`config.mk`:
```
export PLATFORM = sky130hd
export DESIGN_NAME = uart_top
export DESIGN_NICKNAME = d
export VERILOG_FILES = /design/src/rtl/uart_top.sv
export SDC_FILE = /design/constraint.sdc
export NUM_CORES = 1
export LEC_CHECK = 0
export ABC_AREA = 1
export CAP_MARGIN = 10
export CORE_AREA = 4 4 148 257
export CTS_CLUSTER_SIZE = 16
export DETAILED_ROUTE_END_ITERATION = 8
export DIE_AREA = 0 0 152 261
export SYNTH_ARGS = -nofsm -noshare
export SYNTH_HDL_FRONTEND = slang
export SYNTH_HIERARCHICAL = 1
export SYNTH_SLANG_ARGS = --single-unit
```
`constraint.sdc`:
```
create_clock -name clk -period 2.5 [get_ports clk]
set_input_delay 0.5 -clock clk [delete_from_list [all_inputs] [get_ports clk]]
set_output_delay 0.5 -clock clk [all_outputs]
set_load 0.05 [all_outputs]
```
`src/rtl/uart_top.sv`:
```
// 8N1 UART: host-facing TX/RX FIFOs around a bit-serial transmitter and receiver.
// Bit timing comes from down-counters reloaded to CLKS_PER_BIT-1 and compared against zero.

module uart_fifo #(
   parameter int DATA_WIDTH = 8,
   parameter int FIFO_DEPTH = 16
) (
   input  logic                          clk,
   input  logic                          rst,
   input  logic                          push,
   input  logic                          pop,
   input  logic [DATA_WIDTH-1:0]         din,
   output logic [DATA_WIDTH-1:0]         head,
   output logic [$clog2(FIFO_DEPTH):0]   cnt,
   output logic                          empty,
   output logic                          full
);
   localparam int AW = $clog2(FIFO_DEPTH);

   logic [DATA_WIDTH-1:0] mem_q [FIFO_DEPTH];
   logic [DATA_WIDTH-1:0] mem_d [FIFO_DEPTH];
   logic [AW-1:0]         wr_ptr_q, wr_ptr_d;
   logic [AW-1:0]         rd_ptr_q, rd_ptr_d;
   logic [AW:0]           cnt_q, cnt_d;
   logic                  do_push, do_pop;

   assign empty = (cnt_q == '0);
   assign full  = (cnt_q == (AW+1)'(FIFO_DEPTH));
   assign cnt   = cnt_q;
   assign head  = mem_q[rd_ptr_q];

   // A pop frees the slot in the same edge, so push-while-full succeeds only alongside a pop.
   always_comb begin
      do_pop   = pop && !empty;
      do_push  = push && (!full || do_pop);
      wr_ptr_d = wr_ptr_q;
      rd_ptr_d = rd_ptr_q;
      cnt_d    = cnt_q;
      mem_d    = mem_q;
      if (do_push) begin
         mem_d[wr_ptr_q] = din;
         wr_ptr_d        = wr_ptr_q + 1'b1;
      end
      if (do_pop) begin
         rd_ptr_d = rd_ptr_q + 1'b1;
      end
      if (do_push && !do_pop) begin
         cnt_d = cnt_q + 1'b1;
      end else if (do_pop && !do_push) begin
         cnt_d = cnt_q - 1'b1;
      end
   end

   always_ff @(posedge clk) begin
      if (rst) begin
         wr_ptr_q <= '0;
         rd_ptr_q <= '0;
         cnt_q    <= '0;
      end else begin
         wr_ptr_q <= wr_ptr_d;
         rd_ptr_q <= rd_ptr_d;
         cnt_q    <= cnt_d;
      end
   end

   always_ff @(posedge clk) begin
      mem_q <= mem_d;
   end
endmodule

// state | meaning
// IDLE  | line high, waiting for a byte in the TX FIFO
// START | driving the start bit (low)
// DATA  | shifting out data bits, LSB first
// STOP  | driving the stop bit (high)
module uart_tx #(
   parameter int DATA_WIDTH   = 8,
   parameter int CLKS_PER_BIT = 16
) (
   input  logic                  clk,
   input  logic                  rst,
   input  logic                  fifo_empty,
   input  logic [DATA_WIDTH-1:0] fifo_head,
   output logic                  fifo_pop,
   output logic                  tx
);
   localparam int TW = $clog2(CLKS_PER_BIT);
   localparam int BW = (DATA_WIDTH > 1) ? $clog2(DATA_WIDTH) : 1;
   localparam logic [TW-1:0] TMR_LOAD = TW'(CLKS_PER_BIT - 1);
   localparam logic [BW-1:0] BIT_LAST = BW'(DATA_WIDTH - 1);

   typedef enum logic [1:0] {TX_IDLE, TX_START, TX_DATA, TX_STOP} tx_state_t;

   tx_state_t             state_q, state_d;
   logic [TW-1:0]         tmr_q, tmr_d;
   logic [BW-1:0]         bit_q, bit_d;
   logic [DATA_WIDTH-1:0] shift_q, shift_d;
   logic                  tx_q, tx_d;
   logic                  tmr_done;

   assign tx = tx_q;

   always_comb begin
      state_d  = state_q;
      tmr_d    = tmr_q;
      bit_d    = bit_q;
      shift_d  = shift_q;
      fifo_pop = 1'b0;
      tmr_done = (tmr_q == '0);
      case (state_q)
         TX_IDLE: begin
            if (!fifo_empty) begin
               fifo_pop = 1'b1;
               shift_d  = fifo_head;
               tmr_d    = TMR_LOAD;
               state_d  = TX_START;
            end
         end
         TX_START: begin
            if (tmr_done) begin
               tmr_d   = TMR_LOAD;
               bit_d   = '0;
               state_d = TX_DATA;
            end else begin
               tmr_d = tmr_q - 1'b1;
            end
         end
         TX_DATA: begin
            if (tmr_done) begin
               tmr_d   = TMR_LOAD;
               shift_d = shift_q >> 1;
               if (bit_q == BIT_LAST) begin
                  state_d = TX_STOP;
               end else begin
                  bit_d = bit_q + 1'b1;
               end
            end else begin
               tmr_d = tmr_q - 1'b1;
            end
         end
         TX_STOP: begin
            if (tmr_done) begin
               state_d = TX_IDLE;
            end else begin
               tmr_d = tmr_q - 1'b1;
            end
         end
         default: state_d = TX_IDLE;
      endcase
      // Line level is registered from the next state so tx never glitches.
      case (state_d)
         TX_START: tx_d = 1'b0;
         TX_DATA:  tx_d = shift_d[0];
         default:  tx_d = 1'b1;
      endcase
   end

   always_ff @(posedge clk) begin
      if (rst) begin
         state_q <= TX_IDLE;
         tmr_q   <= '0;
         bit_q   <= '0;
         shift_q <= '0;
         tx_q    <= 1'b1;
      end else begin
         state_q <= state_d;
         tmr_q   <= tmr_d;
         bit_q   <= bit_d;
         shift_q <= shift_d;
         tx_q    <= tx_d;
      end
   end
endmodule

// state | meaning
// IDLE  | waiting for a 1->0 edge on the synchronized line
// START | counting to mid start bit; high there means a glitch
// DATA  | sampling data bits mid-bit, LSB first
// STOP  | sampling the stop bit; push on a good frame, then re-arm
module uart_rx #(
   parameter int DATA_WIDTH   = 8,
   parameter int CLKS_PER_BIT = 16
) (
   input  logic                  clk,
   input  logic                  rst,
   input  logic                  rx,
   input  logic                  fifo_full,
   output logic                  push,
   output logic [DATA_WIDTH-1:0] data
);
   localparam int TW = $clog2(CLKS_PER_BIT);
   localparam int BW = (DATA_WIDTH > 1) ? $clog2(DATA_WIDTH) : 1;
   localparam logic [TW-1:0] TMR_LOAD = TW'(CLKS_PER_BIT - 1);
   localparam logic [TW-1:0] TMR_HALF = TW'(CLKS_PER_BIT / 2 - 1);
   localparam logic [BW-1:0] BIT_LAST = BW'(DATA_WIDTH - 1);

   typedef enum logic [1:0] {RX_IDLE, RX_START, RX_DATA, RX_STOP} rx_state_t;

   rx_state_t             state_q, state_d;
   logic [TW-1:0]         tmr_q, tmr_d;
   logic [BW-1:0]         bit_q, bit_d;
   logic [DATA_WIDTH-1:0] shift_q, shift_d;
   logic                  rx_s1_q, rx_s1_d;
   logic                  rx_s2_q, rx_s2_d;
   logic                  rx_prev_q, rx_prev_d;
   logic                  tmr_done;

   assign data = shift_q;

   always_comb begin
      rx_s1_d   = rx;
      rx_s2_d   = rx_s1_q;
      rx_prev_d = rx_s2_q;
      state_d   = state_q;
      tmr_d     = tmr_q;
      bit_d     = bit_q;
      shift_d   = shift_q;
      push      = 1'b0;
      tmr_done  = (tmr_q == '0);
      case (state_q)
         RX_IDLE: begin
            if (rx_prev_q && !rx_s2_q) begin
               tmr_d   = TMR_HALF;
               state_d = RX_START;
            end
         end
         RX_START: begin
            if (tmr_done) begin
               if (rx_s2_q) begin
                  state_d = RX_IDLE;
               end else begin
                  tmr_d   = TMR_LOAD;
                  bit_d   = '0;
                  state_d = RX_DATA;
               end
            end else begin
               tmr_d = tmr_q - 1'b1;
            end
         end
         RX_DATA: begin
            if (tmr_done) begin
               tmr_d   = TMR_LOAD;
               shift_d = {rx_s2_q, shift_q[DATA_WIDTH-1:1]};
               if (bit_q == BIT_LAST) begin
                  state_d = RX_STOP;
               end else begin
                  bit_d = bit_q + 1'b1;
               end
            end else begin
               tmr_d = tmr_q - 1'b1;
            end
         end
         RX_STOP: begin
            if (tmr_done) begin
               push    = rx_s2_q && !fifo_full;
               state_d = RX_IDLE;
            end else begin
               tmr_d = tmr_q - 1'b1;
            end
         end
         default: state_d = RX_IDLE;
      endcase
   end

   always_ff @(posedge clk) begin
      if (rst) begin
         state_q   <= RX_IDLE;
         tmr_q     <= '0;
         bit_q     <= '0;
         shift_q   <= '0;
         rx_s1_q   <= 1'b1;
         rx_s2_q   <= 1'b1;
         rx_prev_q <= 1'b1;
      end else begin
         state_q   <= state_d;
         tmr_q     <= tmr_d;
         bit_q     <= bit_d;
         shift_q   <= shift_d;
         rx_s1_q   <= rx_s1_d;
         rx_s2_q   <= rx_s2_d;
         rx_prev_q <= rx_prev_d;
      end
   end
endmodule

module uart_top #(
   parameter int DATA_WIDTH   = 8,
   parameter int FIFO_DEPTH   = 16,
   parameter int CLKS_PER_BIT = 16
) (
   input  logic                         clk,
   input  logic                         rst,
   input  logic [DATA_WIDTH-1:0]        tx_din,
   input  logic                         wr_uart,
   input  logic                         rd_uart,
   input  logic                         rx,
   output logic                         tx,
   output logic [DATA_WIDTH-1:0]        rx_dout,
   output logic [$clog2(FIFO_DEPTH):0]  tx_fifo_cnt,
   output logic [$clog2(FIFO_DEPTH):0]  rx_fifo_cnt,
   output logic                         tx_fifo_empty,
   output logic                         tx_fifo_full,
   output logic                         rx_fifo_empty,
   output logic                         rx_fifo_full
);
   logic [DATA_WIDTH-1:0] tx_head, rx_head, rx_data;
   logic                  tx_pop, rx_push, tx_push;

   // Host writes never displace data, even when the transmitter pops in the same cycle.
   assign tx_push = wr_uart && !tx_fifo_full;
   assign rx_dout = rx_fifo_empty ? '0 : rx_head;

   uart_fifo #(.DATA_WIDTH(DATA_WIDTH), .FIFO_DEPTH(FIFO_DEPTH)) u_tx_fifo (
      .clk   (clk),
      .rst   (rst),
      .push  (tx_push),
      .pop   (tx_pop),
      .din   (tx_din),
      .head  (tx_head),
      .cnt   (tx_fifo_cnt),
      .empty (tx_fifo_empty),
      .full  (tx_fifo_full)
   );

   uart_tx #(.DATA_WIDTH(DATA_WIDTH), .CLKS_PER_BIT(CLKS_PER_BIT)) u_tx (
      .clk        (clk),
      .rst        (rst),
      .fifo_empty (tx_fifo_empty),
      .fifo_head  (tx_head),
      .fifo_pop   (tx_pop),
      .tx         (tx)
   );

   uart_rx #(.DATA_WIDTH(DATA_WIDTH), .CLKS_PER_BIT(CLKS_PER_BIT)) u_rx (
      .clk       (clk),
      .rst       (rst),
      .rx        (rx),
      .fifo_full (rx_fifo_full),
      .push      (rx_push),
      .data      (rx_data)
   );

   uart_fifo #(.DATA_WIDTH(DATA_WIDTH), .FIFO_DEPTH(FIFO_DEPTH)) u_rx_fifo (
      .clk   (clk),
      .rst   (rst),
      .push  (rx_push),
      .pop   (rd_uart),
      .din   (rx_data),
      .head  (rx_head),
      .cnt   (rx_fifo_cnt),
      .empty (rx_fifo_empty),
      .full  (rx_fifo_full)
   );
endmodule

```
==> results_dict.tcl <==
set metrics [dict create \
    wire_per_inst_um 18.06 \
    drtIter0Drc 502 \
    period_share 1.109 \
    num-nets-final 1550 \
    clockBufferDepth 3 \
    grt_pass1_vias 9985 \
    ys_ff_latch 320 \
    core_sq_um 35910 \
    fin_setup_tns_ns -1.480 \
    worstSkewPairLatency_ns 0.56 \
    cpMaxStageDelayCell "dfxtp_4" \
    ys_types 38 \
    dpl.cell_count 1913 \
    syn_area_per_cell_sq_um 10.19 \
    routed_wirelength_mm 36.04 \
    pin_count 36 \
    yosysMostFrequentCell "nand2_1" \
    die_w_um 152 \
    synthCells 1392 \
    violations "negative setup slack" \
    hold_depth 2 \
    fillers 3319 \
    htreeDepth 1 \
    die_height_um 261 \
    worst_path_largest_cell_delay_ns 0.41 \
    crit_family "simple AND/OR/NAND/NOR gates" \
    p_int_w 0.01205 \
    final_hold_viol_count 0 \
    power.leakage_nw 6.705 \
    outcome "finished with violations" \
    synth-edff-count 256 \
    worstPathRequired_ns 2.00 \
    drive_above_1_share 0.1698 \
    fin_crit_ns 2.772 \
    power_density_nw_per_um2 1092 \
    crit_chain "inv_8 > bufbuf_16 > nand2_1 > nand3_1 > nand2_1 > a21oi_1 > nand2_1 > nand2_1 > inv_1 > nor2_2 > buf_12" \
    cpMostUsedCell "nand2_1" \
    cts_sinks 320 \
    p_clk_frac 0.269 \
    clk_pin_slew_ns 0.06 \
    syn2layout_area_growth_pct 21.62 \
    antenna_cells 0 \
    vias 10192 \
    critical_path_class "flop to output port" \
    fin_area_sq_um 17240 \
    dpl-instance-area_sq_um 15590 \
    die-area_sq_um 39670 \
    final_cells 1995 \
    initial_core_util 0.3948 \
    sw_frac_of_total 0.3597 \
    cts_buffers 30 \
    worst_slew_pin_slew_ns 0.8654 \
    synthTopCellsByArea "edfxtp_1, dfxtp_1, nand2_1" \
    cts_tree "done" \
    hold_path_class "primary input to flop" \
    worstPathArrival_ns 2.27 \
    setup_viol 8 \
    synth_top_area_frac 0.5422 \
    yosys_warnings 6 \
    r2r_cells 14 \
    grt_setup_unrepaired "yes" \
    num_rows 92 \
    cp_max_fo 8 \
    syn_nets 1441 \
    netSwitchingPower_w 0.006772 \
    drtPass1Iterations 5 \
    syn_area_sq_um 14180 \
    viasPerCell 5.109 \
    crit_cells 11 \
    grt_max_degree 74 \
    regArea_sq_um 9019 \
    post-dp-hpwl_mm 23.64 \
    antenna_found_initial 0 \
    synth_common_cells "nand2_1, edfxtp_1, nor2_1, inv_1" \
    ant_nets 0 \
    cap_violations 0 \
    io_buffers 35 \
    seq_area_frac_synth 0.6325 \
    cts_root_buffer "clkbuf_16" \
    fmax_ghz 0.3608 \
    cp.buffers_inverters 4 \
    drc 0 \
    worst_slack_ns -0.2717 \
    combPwrFrac 0.392 \
    synth_area_leader_cell "edfxtp_1" \
    worstSetupStartpointType "flop" \
    drv_slew 0 \
    place_congestion 0.8473 \
    peakVddDrop_uv 880.1 \
    grt_pass1_wl_mm 54.47 \
    synth_flop_cell "edfxtp_1" \
    grt_usage 0.1740 \
    ys_async_sr_fraction 0 \
    multi_input_area_sq_um 4614 \
    pwr-share-seq 0.339 \
    end_kind "output port" \
    grt_overflow 0 \
    skew_ns 0.01083 \
    slew_headroom 0.4223 \
]
[per-stage QoR]
step,power [W],utilization,hold slack (ns),worst slack (ns)
finish,0.01883,0.4801,0.4118,-0.2717
global route,0.01986,0.4801,0.4366,-0.3253
CTS,0.01852,0.4724,0.3938,-0.1458
detailed placement,0.01296,0.4340,0.4195,-0.1756
global placement,0.01287,0.4340,0.4287,-0.1762
floorplan,0.01090,-,0.3895,-0.05765
[repair_timing]
item,CTS,global route
setup endpoints to repair,9,14
hold buffers,0,0
gates resized for setup,40,26
buffers inserted,4,12
hold endpoints to repair,0,0
pin swaps,6,20
gates cloned,6,4
[cells by family (layout without fill, tap and decap cells)]
logic type | count (synthesis) | count (layout) | share of synthesized area
fa+ha+maj | 36 | 36 | 0.03283
compound gates | 213 | 213 | 0.08154
flops | 320 | 320 | 0.6325
buf+inv | 171 | 303 | 0.05648
simple gates | 641 | 642 | 0.1898
xor+xnor | 11 | 11 | 0.006795
[sequential cells by signal, summed over array words and instances, names as in the netlist, 5 cells and up, named ones only]
name             flops
u_rx/data            8
u_rx_fifo/mem_q    128
u_tx_fifo/cnt        5
u_tx/shift_q         8
u_rx_fifo/cnt        5
u_tx_fifo/mem_q    128
[worst reg2reg max path, cell delays in order (launching register included)]
cell and delay [ns]:
dfxtp_4 0.37, ha_4 0.15, inv_1 0.08, nor4_4 0.36, nand2_4 0.07, inv_1 0.08
ha_2 0.18, inv_2 0.06, ha_1 0.29, or2_2 0.31, nand2_1 0.07, nand2_1 0.04
nand2_1 0.06, nand2_1 0.05, a21oi_1 0.12
[cell type report]
| class | instances | area share |
|---|---|---|
| sequential | 320 | 0.5230 |
| multi-input combinational | 902 | 0.2676 |
| timing repair buffer | 132 | 0.08381 |
| clock buffer | 35 | 0.04586 |
| tap | 470 | 0.03410 |
| inverter | 115 | 0.02721 |
| clock inverter | 21 | 0.01843 |
[final timing paths]
kind / slack, ns / start / end
worst max register to register: 0.13 / flop / u_rx_fifo/cnt[4]
worst max-delay path: -0.27 / u_rx_fifo/rd_ptr_q[0] / rx_dout[0]
worst min-delay path: 0.41 / rst / u_tx/bit_q[1]
worst min register to register: 0.43 / u_rx/rx_s1_q / u_rx/rx_prev_d
[layer usage]
layer  GRT usage  vias up  wire (um)
li1            -     4948          -
met1      0.1702     4884      12400
met2      0.3492      258      20180
met3     0.01852      102       1310
met4     0.09948        0       2143
met5           0        -          0
[power by group through the flow]
| stage | clock network (W) | registers, W | logic [W] |
|---|---|---|---|
| finish | 0.00506 | 0.00639 | 0.00738 |
| global route | 0.00537 | 0.00643 | 0.00806 |
| CTS | 0.00518 | 0.00636 | 0.00699 |
| detailed placement | 0 | 0.00645 | 0.00651 |
| global placement | 0 | 0.00644 | 0.00643 |
| floorplan | 0 | 0.00662 | 0.00428 |
[layout by cell type, fill, tap and decap left out, drive strengths merged]
master and n:
nor2 176, inv 111, nand4 9, o21ai 89, a21oi 100, fa 2
buf 103, clkinv 12, edfxtp 256, nand3b 2, clkdlybuf4s50 22, or2 5
xor2 9, o31ai 6, nand2 320, ha 34, nor3 32, o211ai 18
dfxtp 64, xnor2 2, bufbuf 3, nor4 1, bufinv 8, clkbuf 38
nand3 97, dlygate4sd2 1, clkinvlp 5
(Power assumes the default switching activity.)
